--- src/rtl/apb_ucpd_clk_pkg.sv ---
// ============================================================================
// Module   : apb_ucpd_clk_pkg
// Brief    : Shared defaults and run/stopped state encoding for the clock divider.
// Revision : 1.0
// ============================================================================
`default_nettype none

package apb_ucpd_clk_pkg;

  localparam int DIV_W_DEF   = 8;
  localparam int DIV_MIN_DEF = 2;

  localparam int ST_W = 1;
  typedef logic [ST_W-1:0] state_t;

  localparam state_t ST_STOP = 1'b0;
  localparam state_t ST_RUN  = 1'b1;

endpackage

`default_nettype wire

--- src/rtl/apb_ucpd_clk_phase.sv ---
// ============================================================================
// Module   : apb_ucpd_clk_phase
// Brief    : Posedge/negedge phase flops and the odd/even output select.
// Revision : 1.0
// ============================================================================
`default_nettype none

module apb_ucpd_clk_phase (
  input  logic clk_in,
  input  logic rst_n,
  input  logic i_p_nxt,
  input  logic i_odd,
  output logic o_clk_out
);

  logic r_p;
  logic r_n;

  always_ff @(posedge clk_in or negedge rst_n) begin
    if (!rst_n) begin
      r_p <= 1'b0;
    end else begin
      r_p <= i_p_nxt;
    end
  end

  // Half-cycle delayed copy of p stretches the high time by 0.5 for odd ratios.
  always_ff @(negedge clk_in or negedge rst_n) begin
    if (!rst_n) begin
      r_n <= 1'b0;
    end else begin
      r_n <= r_p;
    end
  end

  assign o_clk_out = i_odd ? (r_p | r_n) : r_p;

endmodule

`default_nettype wire

--- src/rtl/apb_ucpd_clk_gen.sv ---
// ============================================================================
// Module   : apb_ucpd_clk_gen
// Brief    : Glitch-free 50% duty clock divider with boundary-aligned updates.
// Revision : 1.0
// ============================================================================
`default_nettype none

module apb_ucpd_clk_gen
  import apb_ucpd_clk_pkg::*;
#(
  parameter int DIV_W   = DIV_W_DEF,
  parameter int DIV_MIN = DIV_MIN_DEF
) (
  input  logic             clk_in,
  input  logic             rst_n,
  input  logic             en,
  input  logic [DIV_W-1:0] divisor,
  input  logic             div_upd,
  output logic             clk_out,
  output logic             tick,
  output logic [DIV_W-1:0] div_act,
  output logic             upd_ack
);

  localparam logic [DIV_W-1:0] C_DIV_MIN = DIV_W'(DIV_MIN);
  localparam logic [DIV_W-1:0] C_ONE     = DIV_W'(1);

  state_t           r_state;
  state_t           w_state_nxt;
  logic [DIV_W-1:0] r_cnt;
  logic [DIV_W-1:0] w_cnt_nxt;
  logic [DIV_W-1:0] r_div;
  logic [DIV_W-1:0] w_div_nxt;
  logic [DIV_W-1:0] r_shadow;
  logic [DIV_W-1:0] w_div_req;
  logic             r_pend;
  logic             w_pend_nxt;
  logic             r_ack;
  logic             w_ack_nxt;
  logic             w_bnd;
  logic             w_p_nxt;

  assign w_div_req = (divisor < C_DIV_MIN) ? C_DIV_MIN : divisor;
  assign w_bnd     = (r_state == ST_RUN) && (r_cnt == (r_div - C_ONE));

  always_ff @(posedge clk_in or negedge rst_n) begin
    if (!rst_n) begin
      r_state  <= ST_STOP;
      r_cnt    <= '0;
      r_div    <= C_DIV_MIN;
      r_shadow <= C_DIV_MIN;
      r_pend   <= 1'b0;
      r_ack    <= 1'b0;
    end else begin
      r_state <= w_state_nxt;
      r_cnt   <= w_cnt_nxt;
      r_div   <= w_div_nxt;
      r_pend  <= w_pend_nxt;
      r_ack   <= w_ack_nxt;
      if (div_upd) begin
        r_shadow <= w_div_req;
      end
    end
  end

  // en and pending updates are only honoured at the period boundary while running.
  always_comb begin
    w_state_nxt = r_state;
    w_cnt_nxt   = r_cnt;
    w_div_nxt   = r_div;
    w_pend_nxt  = r_pend | div_upd;
    w_ack_nxt   = 1'b0;
    case (r_state)
      ST_STOP: begin
        w_cnt_nxt = '0;
        if (div_upd) begin
          w_div_nxt  = w_div_req;
          w_pend_nxt = 1'b0;
          w_ack_nxt  = 1'b1;
        end else if (r_pend) begin
          w_div_nxt  = r_shadow;
          w_pend_nxt = 1'b0;
          w_ack_nxt  = 1'b1;
        end
        if (en) begin
          w_state_nxt = ST_RUN;
        end
      end
      ST_RUN: begin
        if (w_bnd) begin
          w_cnt_nxt = '0;
          if (!en) begin
            w_state_nxt = ST_STOP;
          end
          if (div_upd) begin
            w_div_nxt  = w_div_req;
            w_pend_nxt = 1'b0;
            w_ack_nxt  = 1'b1;
          end else if (r_pend) begin
            w_div_nxt  = r_shadow;
            w_pend_nxt = 1'b0;
            w_ack_nxt  = 1'b1;
          end
        end else begin
          w_cnt_nxt = r_cnt + C_ONE;
        end
      end
      default: begin
        w_state_nxt = ST_STOP;
        w_cnt_nxt   = '0;
      end
    endcase
  end

  // p is registered from next-state values so it lines up with cnt and div_act.
  always_comb begin
    tick    = (r_state == ST_RUN) && (r_cnt == '0);
    w_p_nxt = (w_state_nxt == ST_RUN) && (w_cnt_nxt < (w_div_nxt >> 1));
  end

  assign div_act = r_div;
  assign upd_ack = r_ack;

  apb_ucpd_clk_phase u_phase (
    .clk_in    (clk_in),
    .rst_n     (rst_n),
    .i_p_nxt   (w_p_nxt),
    .i_odd     (r_div[0]),
    .o_clk_out (clk_out)
  );

endmodule

`default_nettype wire
--- config.mk ---
export PLATFORM = sky130hd
export DESIGN_NAME = apb_ucpd_clk_gen
export DESIGN_NICKNAME = d
export VERILOG_FILES = /design/src/rtl/apb_ucpd_clk_pkg.sv /design/src/rtl/apb_ucpd_clk_phase.sv /design/src/rtl/apb_ucpd_clk_gen.sv
export SDC_FILE = /design/constraint.sdc
export NUM_CORES = 1
export LEC_CHECK = 0
export ABC_AREA = 0
export CAP_MARGIN = 40
export CORE_MARGIN = 2
export CORE_UTILIZATION = 45
export CTS_BUF_LIST = sky130_fd_sc_hd__clkbuf_4 sky130_fd_sc_hd__clkbuf_8
export DETAILED_ROUTE_END_ITERATION = 8
export PLACE_DENSITY = 0.67
export SYNTH_ARGS = -nofsm -noshare
export SYNTH_HDL_FRONTEND = slang
export SYNTH_SLANG_ARGS = --single-unit
--- constraint.sdc ---
create_clock -name clk_in -period 8.15 [get_ports clk_in]
set_input_delay 1.63 -clock clk_in [delete_from_list [all_inputs] [get_ports clk_in]]
set_output_delay 1.63 -clock clk_in [all_outputs]
set_load 0.05 [all_outputs]
# Yosys cells after proc, flatten, opt, wreduce, memory -nomap -nowiden
# Cells that the tools add are included.
# totals
regBits	29
latchBits	0
ramBits	0
rom_bits	0
inputBits	12
elab_cells	41
n_memories	0
# op_classes
add_sub_neg	2
n_mul	0
div_mod_pow	0
order_cmp	2
n_eq_ne	2
n_shift	0
muxes	19
n_bitwise	3
reduce_logical	4
# op_table
operator	count
two-way mux 8 bit	5
case mux 8 bit (2 select lines)	2
two-way mux 1 bit	9
adder 8 x 1 -> 8 bit, second input constant	1
equality test 8 bit	1
zero test 8 bit	1
< comparator 8 x 2 -> 1 bit, second input constant	1
< comparator 8 x 7 -> 1 bit	1
subtractor 8 x 1 -> 8 bit, second input constant	1
case mux 1 bit (2 select lines)	3
logical AND 1 bit	3
!= test 2 x 1 -> 1 bit, second input constant	1
OR 1 bit	2
inverter 1 bit	1

# Longest topological paths before layout
# Gate-level depths: netlist of the first run.
# depth
ltp_word	7
depth_mapped	16
mapped_depth_nobuf	15

# Cells and area by module
# From an unflattened synthesis of the first run, not the netlist that was laid out.
# unflattened
hier_cells	166
hier_area_um2	1740.4
# by_module_without_submodules
mod	n_inst	cells_per_inst	area_per_inst_um2
apb_ucpd_clk_gen	1	163	1682.9
apb_ucpd_clk_phase	1	3	57.6

==> out/results.txt, run 1 <==
static leakage power: 0.000905 uW
Rows: 22
DR WL/cell: 15.0 um
clock root buffer: clkbuf_8
chip width: 66.3 um
Routed WL: 3.58 mm
RSZ-0062 raised after global routing: false
Crit-path slowest cell: clkdlybuf4s50_1
run status: finished, final reports clean
most common cell after layout, fill and taps aside: dfrtp_1
critical path capture point type: output port
Synth Register Bits: 29
starting density of the core: 47.4%
Worst path max stage delay: 0.79 ns
crit path DAT: 5.66 ns
Area growth, synth to finish: 20.0%
Pint: 494 uW
DIE AREA: 4400 um2
worst-skew pair later-pin latency: 0.29 ns
pre-CTS setup slack: 1.17 ns
die height: 66.3 um
syn_area_per_cell: 10.5 um2
Clk network pwr share: 14.7%
drt drc: 0
count of port buffers added during placement: 22
CTS resizes: 0
setup TNS: 0 ns
Layout Utilization: 56.9%
Slew headroom: 52.9%
gr usage total: 18.7%
# fillers: 347
cts bufs inserted: 5
CP Class: reg2out
leading cell types in the layout, fill and taps excluded: dfrtp_1 (26), clkdlybuf4s50_1 (22), nor2_1 (18)
Syn Inst Count: 167
Peak VDD IR: 0.178 mV
H-tree levels: 2
Sw Ratio: 44.3%
GRT overflow: 0
Worst Hold Class: reg2reg
via/cell ratio: 5.61
routed vias: 1,341
post-DP HPWL: 2.64 mm
Switching Power: 393 uW
worst setup margin: 0.864 ns
final hold vios: 0
max_cap viols: 0
CP startpoint kind: register
initial antenna violation count: 0
CP bufs+invs: 1
clock tree buffer depth: 2
pin count of the biggest net entering global routing: 30
register-to-register setup slack: 3.55 ns
worst-margin pin slew: 0.699 ns
Worst EP required: 6.52 ns
clock skew: 0.00625 ns
final setup violation count: 0
Total Power: 888 uW
drt initial violations: 28
antenna cells: 0
Final nets: 211
combinational power share: 54.7%
Synth cell types: 51
RD Place Congestion: 0.830
CTS tree: done
clock slew at the register clock pins of the worst setup and hold paths: 0.06 ns
io pins: 23
post-route ant nets: 0
Core ar.: 3690 um2
vias in the first global route: 1,338
Slew Viols, Final: 0
drt first pass iters: 4
post-CTS setup buffers: 0
layout cells sized above 1: 14.7%
first-pass GRT wire length: 6.06 mm
critical path fanouts, max: 1
clock sink count: 29
Netlist Area Pre-Place: 1750 um2
sequential share of power: 30.6%
Final Non-Filler Cells: 239
Synth Net Count: 188
Seq/Total Area, Yosys: 41.6%
crit-path leading delay family: buffers and inverters
cells along the critical path: a21o_2 -> clkdlybuf4s50_1
power per cell area: 423 nW/um2
Ys Warns: 0
placed cells: 231
hold-fix buffers at CTS: 0
[per-stage QoR]
stage               hold WS (ns)  instance area (um2)
finish                     0.508                 2100
global placement           0.478                 2000
global route               0.533                 2100
floorplan                  0.465                 1750
CTS                        0.510                 2100
detailed placement         0.496                 2000
[per-layer routing]
layer | vias up | wire [um] | part of all wire [%] | GRT usage (%)
li1 | 665 | - | - | -
met1 | 648 | 1580 | 44 | 22.6
met2 | 22 | 1800 | 50 | 31.6
met3 | 6 | 133 | 3.7 | 4.77
met4 | 0 | 63 | 1.8 | 7.65
met5 | - | 0 | 0 | 0
[final cells by class]
type	count	area [um2]	share of cell area [%]
Clock buffer	7	96.3	4.59
Clock inverter	1	5.00	0.239
Inverter	8	30.0	1.43
Multi-Input combinational cell	123	951	45.3
Sequential cell	29	728	34.7
Tap cell	48	60.1	2.86
Timing Repair Buffer	23	228	10.9
[cell families after synthesis]
logic type	share of synthesized area, %
AO/OA/AOI/OAI	20.2
XOR/XNOR	8.30
adder cells (fa/ha/maj)	6.44
buffers and inverters	4.01
flip-flops	41.6
multiplexers	5.08
AND/OR/NAND/NOR	14.3
[power by group through the flow]
stage / sequential (uW) / combinational, uW / clock [uW]
floorplan: 309 / 333 / 0
global placement: 269 / 477 / 0
detailed placement: 273 / 488 / 0
CTS: 272 / 492 / 134
global route: 282 / 540 / 139
finish: 272 / 486 / 130
[state kept, by name, summed over array words and instances (netlist names)]
signal / count
u_phase.r_n: 1
r_cnt: 8
u_phase.r_p: 1
r_pend: 1
r_shadow: 8
r_state: 1
div_act: 8
upd_ack: 1
[cells in the mapped netlist (all sizes together)]
| cell type | count | area, um2 |
|---|---|---|
| a2111oi | 2 | 36.3 |
| a21o | 3 | 23.8 |
| a21oi | 6 | 33.8 |
| a2bb2o | 5 | 60.1 |
| a2bb2oi | 5 | 43.8 |
| a311o | 1 | 10.0 |
| a311oi | 1 | 8.76 |
| a31o | 1 | 8.76 |
| a32oi | 1 | 8.76 |
| and3 | 4 | 26.3 |
| and4b | 1 | 10.0 |
| buf | 4 | 28.8 |
| clkbuf | 3 | 11.3 |
| clkinv | 1 | 3.75 |
| dfrtn | 1 | 25.0 |
| dfrtp | 26 | 651 |
| dfstp | 2 | 52.6 |
| ha | 9 | 113 |
| inv | 7 | 26.3 |
| mux2 | 7 | 78.8 |
| mux2i | 1 | 10.0 |
| nand2 | 9 | 36.3 |
| nand3 | 5 | 25.0 |
| nand4 | 3 | 18.8 |
| nor2 | 18 | 67.6 |
| nor2b | 1 | 6.26 |
| nor3 | 1 | 5.00 |
| nor3b | 1 | 7.51 |
| nor4 | 2 | 12.5 |
| o211ai | 1 | 7.51 |
| o21ai | 6 | 30.0 |
| o21bai | 1 | 7.51 |
| o22ai | 5 | 31.3 |
| o2bb2a | 1 | 10.0 |
| o2bb2ai | 2 | 17.5 |
| o41ai | 1 | 16.3 |
| or2 | 1 | 6.26 |
| or4 | 2 | 18.8 |
| or4b | 1 | 10.0 |
| xnor2 | 8 | 70.1 |
| xnor3 | 1 | 22.5 |
| xor2 | 6 | 52.6 |
[path summary, 6_finish.rpt]
kind                          endpoint        start  cells past startpoint
max                            clk_out  u_phase.r_n                      2
max in group asynchronous  u_phase.r_n        rst_n                      2
min in group asynchronous  r_shadow[6]        rst_n                      2
min reg2reg                r_shadow[3]  r_shadow[3]                      1
min                        r_shadow[3]  r_shadow[3]                      1
max reg2reg                u_phase.r_n  u_phase.r_p                      0
(Power assumes the default switching activity.)
==> run 2, diff against run 1 <==
--- a/config.mk
+++ b/config.mk
@@ -7,7 +7,6 @@
 export LEC_CHECK = 0
 export ABC_AREA = 0
 export CAP_MARGIN = 40
-export CORE_MARGIN = 2
 export CORE_UTILIZATION = 45
 export CTS_BUF_LIST = sky130_fd_sc_hd__clkbuf_4 sky130_fd_sc_hd__clkbuf_8
 export DETAILED_ROUTE_END_ITERATION = 8
==> run 2 against run 1 <==
  * Worst setup slack improved by 0.0038 ns
  * Hold slack got worse by 0.0032 ns
  * Largest power group unchanged
  * Combinational power rose by 0.8%
  * Routed wire length fell by 3.3%
  * Clock power fell by 11%
  * Final cell count did not move
==> out/results.txt, run 2 (synthesis results as in run 1) <==
cells along the critical path: a21o_2 -> clkdlybuf4s50_1
Core ar.: 3690 um2
GRT overflow: 0
Sequential Area: 728 um2
worst-margin pin slew: 0.671 ns
Slew Viols, Final: 0
CP startpoint kind: register
H-tree levels: 2
Final Non-Filler Cells: 239
cts bufs inserted: 5
final setup violation count: 0
RD Place Congestion: 0.791
placed cells: 231
antenna cells: 0
clock skew: 0.00662 ns
die height: 64.3 um
crit path DAT: 5.65 ns
power per cell area: 420 nW/um2
Switching Power: 394 uW
most common cell after layout, fill and taps aside: dfrtp_1
DR WL/cell: 14.5 um
final hold vios: 0
gr usage total: 18.8%
Worst Hold Class: reg2reg
CTS tree: done
setup TNS: 0 ns
post-CTS setup buffers: 0
Crit-path slowest cell: clkdlybuf4s50_1
clock root buffer: clkbuf_8
Worst path max stage delay: 0.79 ns
hold-fix buffers at CTS: 0
via/cell ratio: 5.68
# fillers: 334
max_cap viols: 0
critical path capture point type: output port
static leakage power: 0.000900 uW
CTS resizes: 0
Pint: 482 uW
io pins: 23
drt initial violations: 34
clock sink count: 29
worst-skew pair later-pin latency: 0.29 ns
Clk network pwr share: 13.2%
pin count of the biggest net entering global routing: 30
Final nets: 211
RSZ-0062 raised after global routing: false
Total Power: 876 uW
clock tree buffer depth: 2
Worst EP required: 6.52 ns
leading cell types in the layout, fill and taps excluded: dfrtp_1 (26), clkdlybuf4s50_1 (22), nor2_1 (18)
post-DP HPWL: 2.59 mm
initial antenna violation count: 0
Routed WL: 3.46 mm
Area growth, synth to finish: 19.1%
run status: finished, final reports clean
clock slew at the register clock pins of the worst setup and hold paths: 0.06 ns
combinational power share: 55.9%
Peak VDD IR: 0.186 mV
critical path fanouts, max: 1
post-route ant nets: 0
CP Class: reg2out
DIE AREA: 4140 um2
drt first pass iters: 4
count of port buffers added during placement: 22
routed vias: 1,357
Slew headroom: 54.8%
starting density of the core: 47.4%
Rows: 22
sequential share of power: 30.9%
chip width: 64.3 um
layout cells sized above 1: 14.7%
area of the multi-input gates: 951 um2
Sw Ratio: 45.0%
drt drc: 0
first-pass GRT wire length: 5.73 mm
vias in the first global route: 1,231
## run 2: cell count changes in the layout (fill, tap and decap cells not counted), sizes merged
cell	change
clkbuf	-1
clkinv	+1
## run 2: worst max-delay path, delay by kind of cell (launching register included)
family	cells	cell delay (ns)
AO/OA/AOI/OAI	1	0.11
buffers and inverters	1	0.79
flip-flops	1	0.39
## run 2: worst paths after layout
kind	startpoint	to	slack (ns)	depth (start not counted)
max	u_phase.r_n	clk_out	0.87	2
min	r_shadow[3]	r_shadow[3]	0.50	1
max reg2reg	u_phase.r_p	u_phase.r_n	3.55	0
min reg2reg	r_shadow[3]	r_shadow[3]	0.50	1
max in group asynchronous	rst_n	u_phase.r_n	2.16	2
min in group asynchronous	rst_n	div_act[6]	1.73	2
## run 2: final cells by class
class | instances | area share, %
Clock buffer | 6 | 3.66
Clock inverter | 2 | 0.480
Inverter | 8 | 1.44
Multi-Input combinational cell | 123 | 45.6
Sequential cell | 29 | 35.0
Tap cell | 48 | 2.88
Timing Repair Buffer | 23 | 10.9
## run 2: power groups by stage
stage	Clock (uW)	Combinational [uW]	Sequential [uW]
after floorplan	0	333	309
after global placement	0	477	270
after detailed placement	0	488	273
after CTS	118	493	271
after global routing	126	541	281
final	116	490	271
## run 2: metrics by stage
stage | area [um2] | hold WS [ns] | utilization, % | setup WS [ns]
2_1_floorplan | 1750 | 0.465 | - | 1.81
3_3_place_gp | 2000 | 0.478 | 54.1 | 1.19
4_1_cts | 2080 | 0.510 | 56.5 | 0.858
3_5_place_dp | 2000 | 0.480 | 54.1 | 1.17
6_report | 2080 | 0.505 | 56.5 | 0.868
5_1_grt | 2080 | 0.530 | 56.5 | 0.836
## run 2: layer usage
metal,wire [um],up-vias,track usage [%]
li1,-,662,-
met1,1550,657,23.2
met2,1700,31,30.5
met3,134,7,5.36
met4,73,0,8.33
met5,0,-,0
